`src/rtl/mul_div_unit.sv`:
```
// HI/LO multiply/divide unit: mult/multu in 1 busy cycle, div/divu in 33 busy cycles (32-step restoring divide + sign fix-up).
// No backpressure: requests are accepted only when idle and flush is low; requests seen while busy are dropped.
module mul_div_unit (
    input  logic        clk,
    input  logic        resetn,
    input  logic [1:0]  MULT,
    input  logic [1:0]  DIV,
    input  logic [1:0]  MTHL,
    input  logic [31:0] src_a,
    input  logic [31:0] src_b,
    input  logic        flush,
    output logic [31:0] HI,
    output logic [31:0] LO,
    output logic        busy,
    output logic        done
);

    typedef enum logic [1:0] {
        ST_IDLE = 2'd0,
        ST_MUL  = 2'd1,
        ST_DIV  = 2'd2,
        ST_FIX  = 2'd3
    } state_t;

    state_t      r_state;
    state_t      w_state_nxt;

    logic [31:0] r_a;
    logic [31:0] r_b;
    logic        r_signed;
    logic [4:0]  r_cnt;
    logic [31:0] r_quot;
    logic [31:0] r_rem;
    logic [31:0] r_dvs;
    logic [31:0] r_hi;
    logic [31:0] r_lo;
    logic        r_done;

    logic        w_acc_mul;
    logic        w_acc_div;
    logic        w_acc_hi;
    logic        w_acc_lo;
    logic        w_sel_signed;
    logic [31:0] w_a_mag;
    logic [31:0] w_b_mag;
    logic [63:0] w_mul_a;
    logic [63:0] w_mul_b;
    logic [63:0] w_prod;
    logic [32:0] w_rem_sh;
    logic [32:0] w_diff;
    logic [31:0] w_q_fix;
    logic [31:0] w_r_fix;

    always_ff @(posedge clk or negedge resetn) begin
        if (!resetn) begin
            r_state <= ST_IDLE;
        end else begin
            r_state <= w_state_nxt;
        end
    end

    always_comb begin
        w_state_nxt = r_state;
        w_acc_mul   = 1'b0;
        w_acc_div   = 1'b0;
        w_acc_hi    = 1'b0;
        w_acc_lo    = 1'b0;
        if (flush) begin
            w_state_nxt = ST_IDLE;
        end else begin
            case (r_state)
                ST_IDLE: begin
                    if (|MULT) begin
                        w_acc_mul   = 1'b1;
                        w_state_nxt = ST_MUL;
                    end else if (|DIV) begin
                        w_acc_div   = 1'b1;
                        w_state_nxt = ST_DIV;
                    end else if (MTHL[0]) begin
                        w_acc_lo = 1'b1;
                    end else if (MTHL[1]) begin
                        w_acc_hi = 1'b1;
                    end
                end
                ST_MUL:  w_state_nxt = ST_IDLE;
                ST_DIV:  w_state_nxt = (r_cnt == 5'd31) ? ST_FIX : ST_DIV;
                ST_FIX:  w_state_nxt = ST_IDLE;
                default: w_state_nxt = ST_IDLE;
            endcase
        end
    end

    assign w_sel_signed = w_acc_mul ? MULT[0] : DIV[0];
    assign w_a_mag      = (DIV[0] && src_a[31]) ? (32'd0 - src_a) : src_a;
    assign w_b_mag      = (DIV[0] && src_b[31]) ? (32'd0 - src_b) : src_b;

    // Sign-extending to 64 bits makes one unsigned multiplier serve both mult and multu.
    assign w_mul_a = {{32{r_signed & r_a[31]}}, r_a};
    assign w_mul_b = {{32{r_signed & r_b[31]}}, r_b};
    assign w_prod  = w_mul_a * w_mul_b;

    assign w_rem_sh = {r_rem, r_quot[31]};
    assign w_diff   = w_rem_sh - {1'b0, r_dvs};

    assign w_q_fix = (r_signed && (r_a[31] ^ r_b[31])) ? (32'd0 - r_quot) : r_quot;
    assign w_r_fix = (r_signed && r_a[31]) ? (32'd0 - r_rem) : r_rem;

    always_ff @(posedge clk or negedge resetn) begin
        if (!resetn) begin
            r_a      <= '0;
            r_b      <= '0;
            r_signed <= 1'b0;
            r_cnt    <= '0;
            r_quot   <= '0;
            r_rem    <= '0;
            r_dvs    <= '0;
            r_hi     <= '0;
            r_lo     <= '0;
            r_done   <= 1'b0;
        end else begin
            r_done <= 1'b0;
            if (w_acc_mul || w_acc_div) begin
                r_a      <= src_a;
                r_b      <= src_b;
                r_signed <= w_sel_signed;
                r_cnt    <= '0;
                r_quot   <= w_a_mag;
                r_rem    <= '0;
                r_dvs    <= w_b_mag;
            end
            if (w_acc_hi) begin
                r_hi <= src_a;
            end
            if (w_acc_lo) begin
                r_lo <= src_a;
            end
            if (!flush) begin
                case (r_state)
                    ST_MUL: begin
                        r_hi   <= w_prod[63:32];
                        r_lo   <= w_prod[31:0];
                        r_done <= 1'b1;
                    end
                    ST_DIV: begin
                        r_cnt <= r_cnt + 5'd1;
                        if (!w_diff[32]) begin
                            r_rem  <= w_diff[31:0];
                            r_quot <= {r_quot[30:0], 1'b1};
                        end else begin
                            r_rem  <= w_rem_sh[31:0];
                            r_quot <= {r_quot[30:0], 1'b0};
                        end
                    end
                    ST_FIX: begin
                        // A zero divisor is reported as all-ones quotient and the untouched dividend.
                        if (r_b == 32'd0) begin
                            r_lo <= 32'hFFFF_FFFF;
                            r_hi <= r_a;
                        end else begin
                            r_lo <= w_q_fix;
                            r_hi <= w_r_fix;
                        end
                        r_done <= 1'b1;
                    end
                    default: ;
                endcase
            end
        end
    end

    assign HI   = r_hi;
    assign LO   = r_lo;
    assign busy = (r_state != ST_IDLE);
    assign done = r_done;

endmodule

```
`config.mk`:
```
export PLATFORM = sky130hd
export DESIGN_NAME = mul_div_unit
export DESIGN_NICKNAME = d
export VERILOG_FILES = /design/src/rtl/mul_div_unit.sv
export SDC_FILE = /design/constraint.sdc
export NUM_CORES = 2
export LEC_CHECK = 0
export ABC_AREA = 1
export CORE_MARGIN = 1.5
export CORE_UTILIZATION = 60
export CTS_CLUSTER_DIAMETER = 40
export DETAILED_ROUTE_END_ITERATION = 6
export MAX_ROUTING_LAYER = met4
export PLACE_DENSITY_LB_ADDON = 0.05
export SYNTH_ARGS = -nofsm -noshare
export SYNTH_HDL_FRONTEND = slang
export SYNTH_SLANG_ARGS = --single-unit
```
`constraint.sdc`:
```
create_clock -name clk -period 7.9 [get_ports clk]
set_input_delay 1.185 -clock clk [delete_from_list [all_inputs] [get_ports clk]]
set_output_delay 1.185 -clock clk [all_outputs]
set_load 0.02 [all_outputs]
```
### Word-level counts from Yosys, hierarchy flattened

Cells that the tools add are included.

* add/subtract/negate cells: 6
* multiply operators: 1
* eq/ne operators: 5
* muxes and demuxes: 49
* bitwise operators: 3
* reductions and logical operators: 11

Operators with widths (count)
* 32-bit two-way mux: 17
* 32-bit one-hot mux with 2 select lines: 2
* 1-bit by 32-bit subtractor with 32-bit output, first input constant: 4
* 33-bit by 33-bit multiplier with 64-bit output: 1
* 33-bit by 32-bit subtractor with 33-bit output: 1
* 32-bit logical NOT: 1
* 1-bit two-way mux: 23
* 5-bit two-way mux: 3
* 2-bit two-way mux: 3
* 2-bit one-hot mux with 3 select lines: 1
* 2-bit OR reduction: 3
* 5-bit by 1-bit adder with 5-bit output, second input constant: 1
* 5-bit == test, second input constant: 1
* 2-bit == test, second input constant: 2
* 1-bit logical AND: 4
* 4-bit inequality test, second input constant: 1
* 1-bit bitwise AND: 2
* 2-bit by 1-bit == test with 1-bit output, second input constant: 1
* 2-bit logical NOT: 1
* 2-bit nonzero test: 1
* 1-bit logical OR: 1
* 1-bit XOR: 1

* bits in registers: 233
* input port bits: 73
* output and inout port bits: 66
* word-level logic and storage cells: 86

### Depth between registers and ports, before layout

* depth in word-level cells: 9
* mapped depth: 37

### Worst setup path before layout

Ideal clock, no wire load.

* path kind: reg2reg
* start point: register r_a[31]
* end point: register r_hi[28], in the netlist HI[28]
* setup time: 0.121 ns
* arrival time: 7.783 ns
* data required time: 7.779 ns
* path slack: -0.003 ns
* stages on the path, launching flop included: 33
* path buffers: 4
* period minus slack after synthesis: 7.903 ns
* path through: dfrtp_1 clkbuf_1 nand2_1 clkbuf_1 clkbuf_1 buf_1 nor2_1 fa_1 inv_1 fa_1 inv_1 fa_1 inv_1 fa_1 fa_1 fa_1 fa_1 fa_1 inv_1 ha_1 nand2_1 nor2_1 inv_1 nor3_1 nand2_1 nor3_1 nand2_1 nand2_1 nand2_1 nand3_1 nand2_1 nand2_1 nand2_1

* cells in the longest elaborated chain, start to end: 5

RTL lines
* start: declaration: RTL line 28 `logic [31:0] r_a;`
* start signal: assignment: RTL line 123 `r_a <= src_a;`
* parallel branches: the longest is 3 deep, another holds 33-bit by 33-bit multiplier with 64-bit output
* 32-bit one-hot mux with 2 select lines *: RTL line 138 `case (r_state)`
* 32-bit two-way mux *: RTL line 137 `if (!flush) begin`
* end signal: assignment: RTL line 140 `r_hi <= w_prod[63:32];`
* end signal: assignment: RTL line 158 `r_hi <= r_a;`
* end signal: assignment: RTL line 161 `r_hi <= w_r_fix;`
* end: declaration: RTL line 35 `logic [31:0] r_hi;`

Every way passes the cells marked *.
A chain may end at the register's enable or synchronous reset.

### Worst setup path in the final report

* start point: register r_signed
* end point: register r_hi[14], in the netlist HI[14]

* cells in the longest elaborated chain, start to end: 5

RTL lines
* start: declaration: RTL line 30 `logic r_signed;`
* start signal: assignment: RTL line 125 `r_signed <= w_sel_signed;`
* parallel branches: the longest is 3 deep, another holds 33-bit by 33-bit multiplier with 64-bit output
* 32-bit one-hot mux with 2 select lines *: RTL line 138
* 32-bit two-way mux *: RTL line 137

Marked as above.

==> results.tsv <==
stage	metric	value	unit
logic_synthesis	synth-main-ff-cell	dfrtp_1	
run_status	violated_checks	design-rule violations	
placed_design	dp_hpwl	167000	um
final_layout	synthesis_to_finish_area_growth	9.53	%
worst_setup_path	capturing_element_type_of_the_critical_path	flip-flop	
route	drt_first_pass_iters	7	
final_layout	drive_above_1_share	0.0539	
die	initial_utilization	0.605	
final_layout	mostFrequentLayoutCells	nand2_1, inv_1, fa_1	
worst_setup_path	worst_path_largest_cell_delay	0.61	ns
worst_setup_path	crit_path_top_delay_cell	fa_1	
clocking	ctsLongestPathBuffers	3	
timing	hold_viol_final	0	
die	die_area	97500	um^2
die	core	94900	um^2
placed_design	io_buffer_count	138	
timing	final_setup_violating_endpoints	0	
clocking	htree_num_levels	2	
run_status	outcome	finished with violations	
min_path	hold_class	flip-flop to flip-flop	
clocking	clk_pin_slew	0.06	ns
clocking	worstSkewPairLatency	0.63	ns
timing	minimum_clock_period	7.74	ns
clocking	cts_hold_repair.buffers	0	
worst_setup_path	critical_path.reg2reg.startpoint	r_signed$_DFFE_PN0N_	
worst_setup_path	setup.worst_path.class	flip-flop to flip-flop	
min_path	worstHoldPathCells	2	
logic_synthesis	synth.largest_area_cell	fa_1	
worst_setup_path	critical_path.reg2reg.endpoint	HI[14]$_DFF_PN0_	
route	route.vias.total	52100	
placed_design	place_congestion	1.07	
clocking	clock_sinks	232	
timing	slew_headroom	0.112	
worst_setup_path	crit_path_max_fanout	8	
global_route	pin_count_of_the_biggest_net_entering_global_routing	163	
global_route	grt_pass1_vias	53900	
worst_setup_path	length_in_cells_of_the_worst_reg_to_reg_path	30	
timing	drv_slew	0	
route	route.detailed.drc	2	
route	detailedRoute.firstIterationViolations	5422	
route	wl_per_cell	21.9	um
worst_setup_path	start_kind	flip-flop	
logic_synthesis	synth_fp_nets	9275	
logic_synthesis	synth.lib_cells_used.distinct	60	
timing	finalClockSkew	0.0440	ns
global_route	antenna_found_initial	4	
min_path	worst_hold_path.endpoint	r_dvs[6]$_DFFE_PN0N_	
die	rows	113	
logic_synthesis	cell_count_after_synthesis	7825	
final_layout	nets	9318	
global_route	grt-ovfl-total	0	
route	drt-total-wl	201000	um
worst_setup_path	rrSetupSlack	0.16	ns
die	die_width	312	um
timing	grt_setup_unrepaired	true	
timing	maxClockFrequency	129	MHz
logic_synthesis	postSynthAreaPerCell	7.33	um^2
logic_synthesis	yosysWarningCount	0	
global_route	first_pass_grt_wire_length	312000	um
global_route	global_route_usage_over_all_layers	0.436	
run	drv_cap	0	
route	drtAntennaViolNets	0	
clocking	cts_buffers	47	
logic_synthesis	synth_enable_flop_cells	0	
die	die-height	312	um
worst_setup_path	cp_data_required_time	8.38	ns
die	design.portCount	139	
logic_synthesis	ys_top_cells_by_area	fa_1, nand2_1, inv_1	
logic_synthesis	synth_seq_cells	232	
clocking	cts_root_buf	clkbuf_16	
timing	slew_worst_pin	1.33	ns
logic_synthesis	yosys.area.top_type_share	0.393	
logic_synthesis	post_synthesis_async_set_or_reset_flop_share	1.00	
logic_synthesis	ys_seq_area_frac	0.101	
timing	fin_tns_setup	0	ns
final_layout	mostFrequentLayoutCell	nand2_1	
timing	min_period_over_period	0.979	
clocking	cts_tree	built	
logic_synthesis	area_of_the_mapped_netlist	57400	um^2
worst_setup_path	critical_path_arrival	8.21	ns
route	via_per_inst	5.68	
min_path	worstHoldStart	r_dvs[6]$_DFFE_PN0N_	
-- critical path, delay by kind of cell (launching register included) --
kind                       cells  cell delay [ns]
AOI/OAI and AO/OA              1             0.09
adders and majority gates      9             4.49
buffers and inverters          8             0.97
DFF                            1             0.39
and+or+nand+nor               12             1.67
-- routing by layer --
metal / track usage / routed length (um) / share of wire / vias to the layer above
li1: - / - / - / 22900
met1: 0.552 / 76000 / 0.38 / 25700
met2: 0.674 / 91900 / 0.46 / 2879
met3: 0.0929 / 21700 / 0.11 / 682
met4: 0.198 / 11500 / 0.057 / 0
met5: - / 0 / 0 / -
-- layout make-up --
| class | count | area [um^2] |
|---|---|---|
| flip-flops and latches | 232 | 5830 |
| clock inverters | 31 | 354 |
| inverters | 2024 | 7610 |
| multi-input cells | 5196 | 42600 |
| fillers | 8192 | 32000 |
| well taps | 1265 | 1580 |
| clock buffers | 55 | 1270 |
| repair buffers | 367 | 3620 |
| diodes | 4 | 10.0 |
-- cells in the mapped netlist (18+ instances only) --
library cell / number
nand2_1: 2159
inv_1: 2012
fa_1: 1126
nor2_1: 405
nand3_1: 372
clkbuf_1: 320
o21ai_0: 277
ha_1: 251
dfrtp_1: 232
a21oi_1: 226
nand4_1: 55
nor3_1: 45
xor2_1: 40
buf_2: 33
o21bai_1: 25
o211ai_1: 23
xnor2_1: 20
o21ai_1: 18
-- worst max-delay path by stage --
stage | startpoint | end | slack [ns]
6_report | r_signed$_DFFE_PN0N_ | HI[14]$_DFF_PN0_ | 0.16
5_1_grt | r_signed$_DFFE_PN0N_ | HI[31]$_DFF_PN0_ | -0.07
4_1_cts | r_a[11]$_DFFE_PN0N_ | HI[14]$_DFF_PN0_ | 0.02
3_5_place_dp | r_a[11]$_DFFE_PN0N_ | HI[14]$_DFF_PN0_ | 0.07
3_3_place_gp | r_a[25]$_DFFE_PN0N_ | HI[21]$_DFF_PN0_ | 0.11
2_1_floorplan | r_a[31]$_DFFE_PN0N_ | HI[28]$_DFF_PN0_ | 0.003
-- metrics by stage --
step	instances	hold WS [ns]	utilization	worst slack, ns	cell area [um^2]
final	9174	0.503	0.662	0.163	62800
after global routing	9173	0.522	0.662	-0.0651	62800
after CTS	9163	0.499	0.660	0.0200	62700
after detailed placement	9077	0.487	0.643	0.0739	61000
after global placement	9077	0.472	0.643	0.110	61000
after floorplan	7825	0.451	-	0.00322	57400
-- state kept, by name (all words and copies together), names as in the netlist --
signal,cells
r_state,2
LO,32
done,1
r_rem,32
r_cnt,5
r_b,32
r_a,32
HI,32
r_quot,32
r_dvs,31
r_signed,1
-- what timing repair did --
item                       CTS  global route
gates resized for setup      0            49
setup endpoints to repair    0            36
setup buffers                0             7
-- kinds of logic after synthesis --
group / after synthesis / synth area share
AND/OR/NAND/NOR: 3119 / 0.222
multiplexers: 7 / 0.00122
XOR/XNOR: 60 / 0.00916
adder cells (fa/ha/maj): 1377 / 0.448
flip-flops: 232 / 0.101
buffers and inverters: 2397 / 0.159
AO/OA/AOI/OAI: 633 / 0.0603
Power is left out: the tool's default activity adds up to more than one toggle a clock period on the data nets, which glitch-free logic cannot reach.
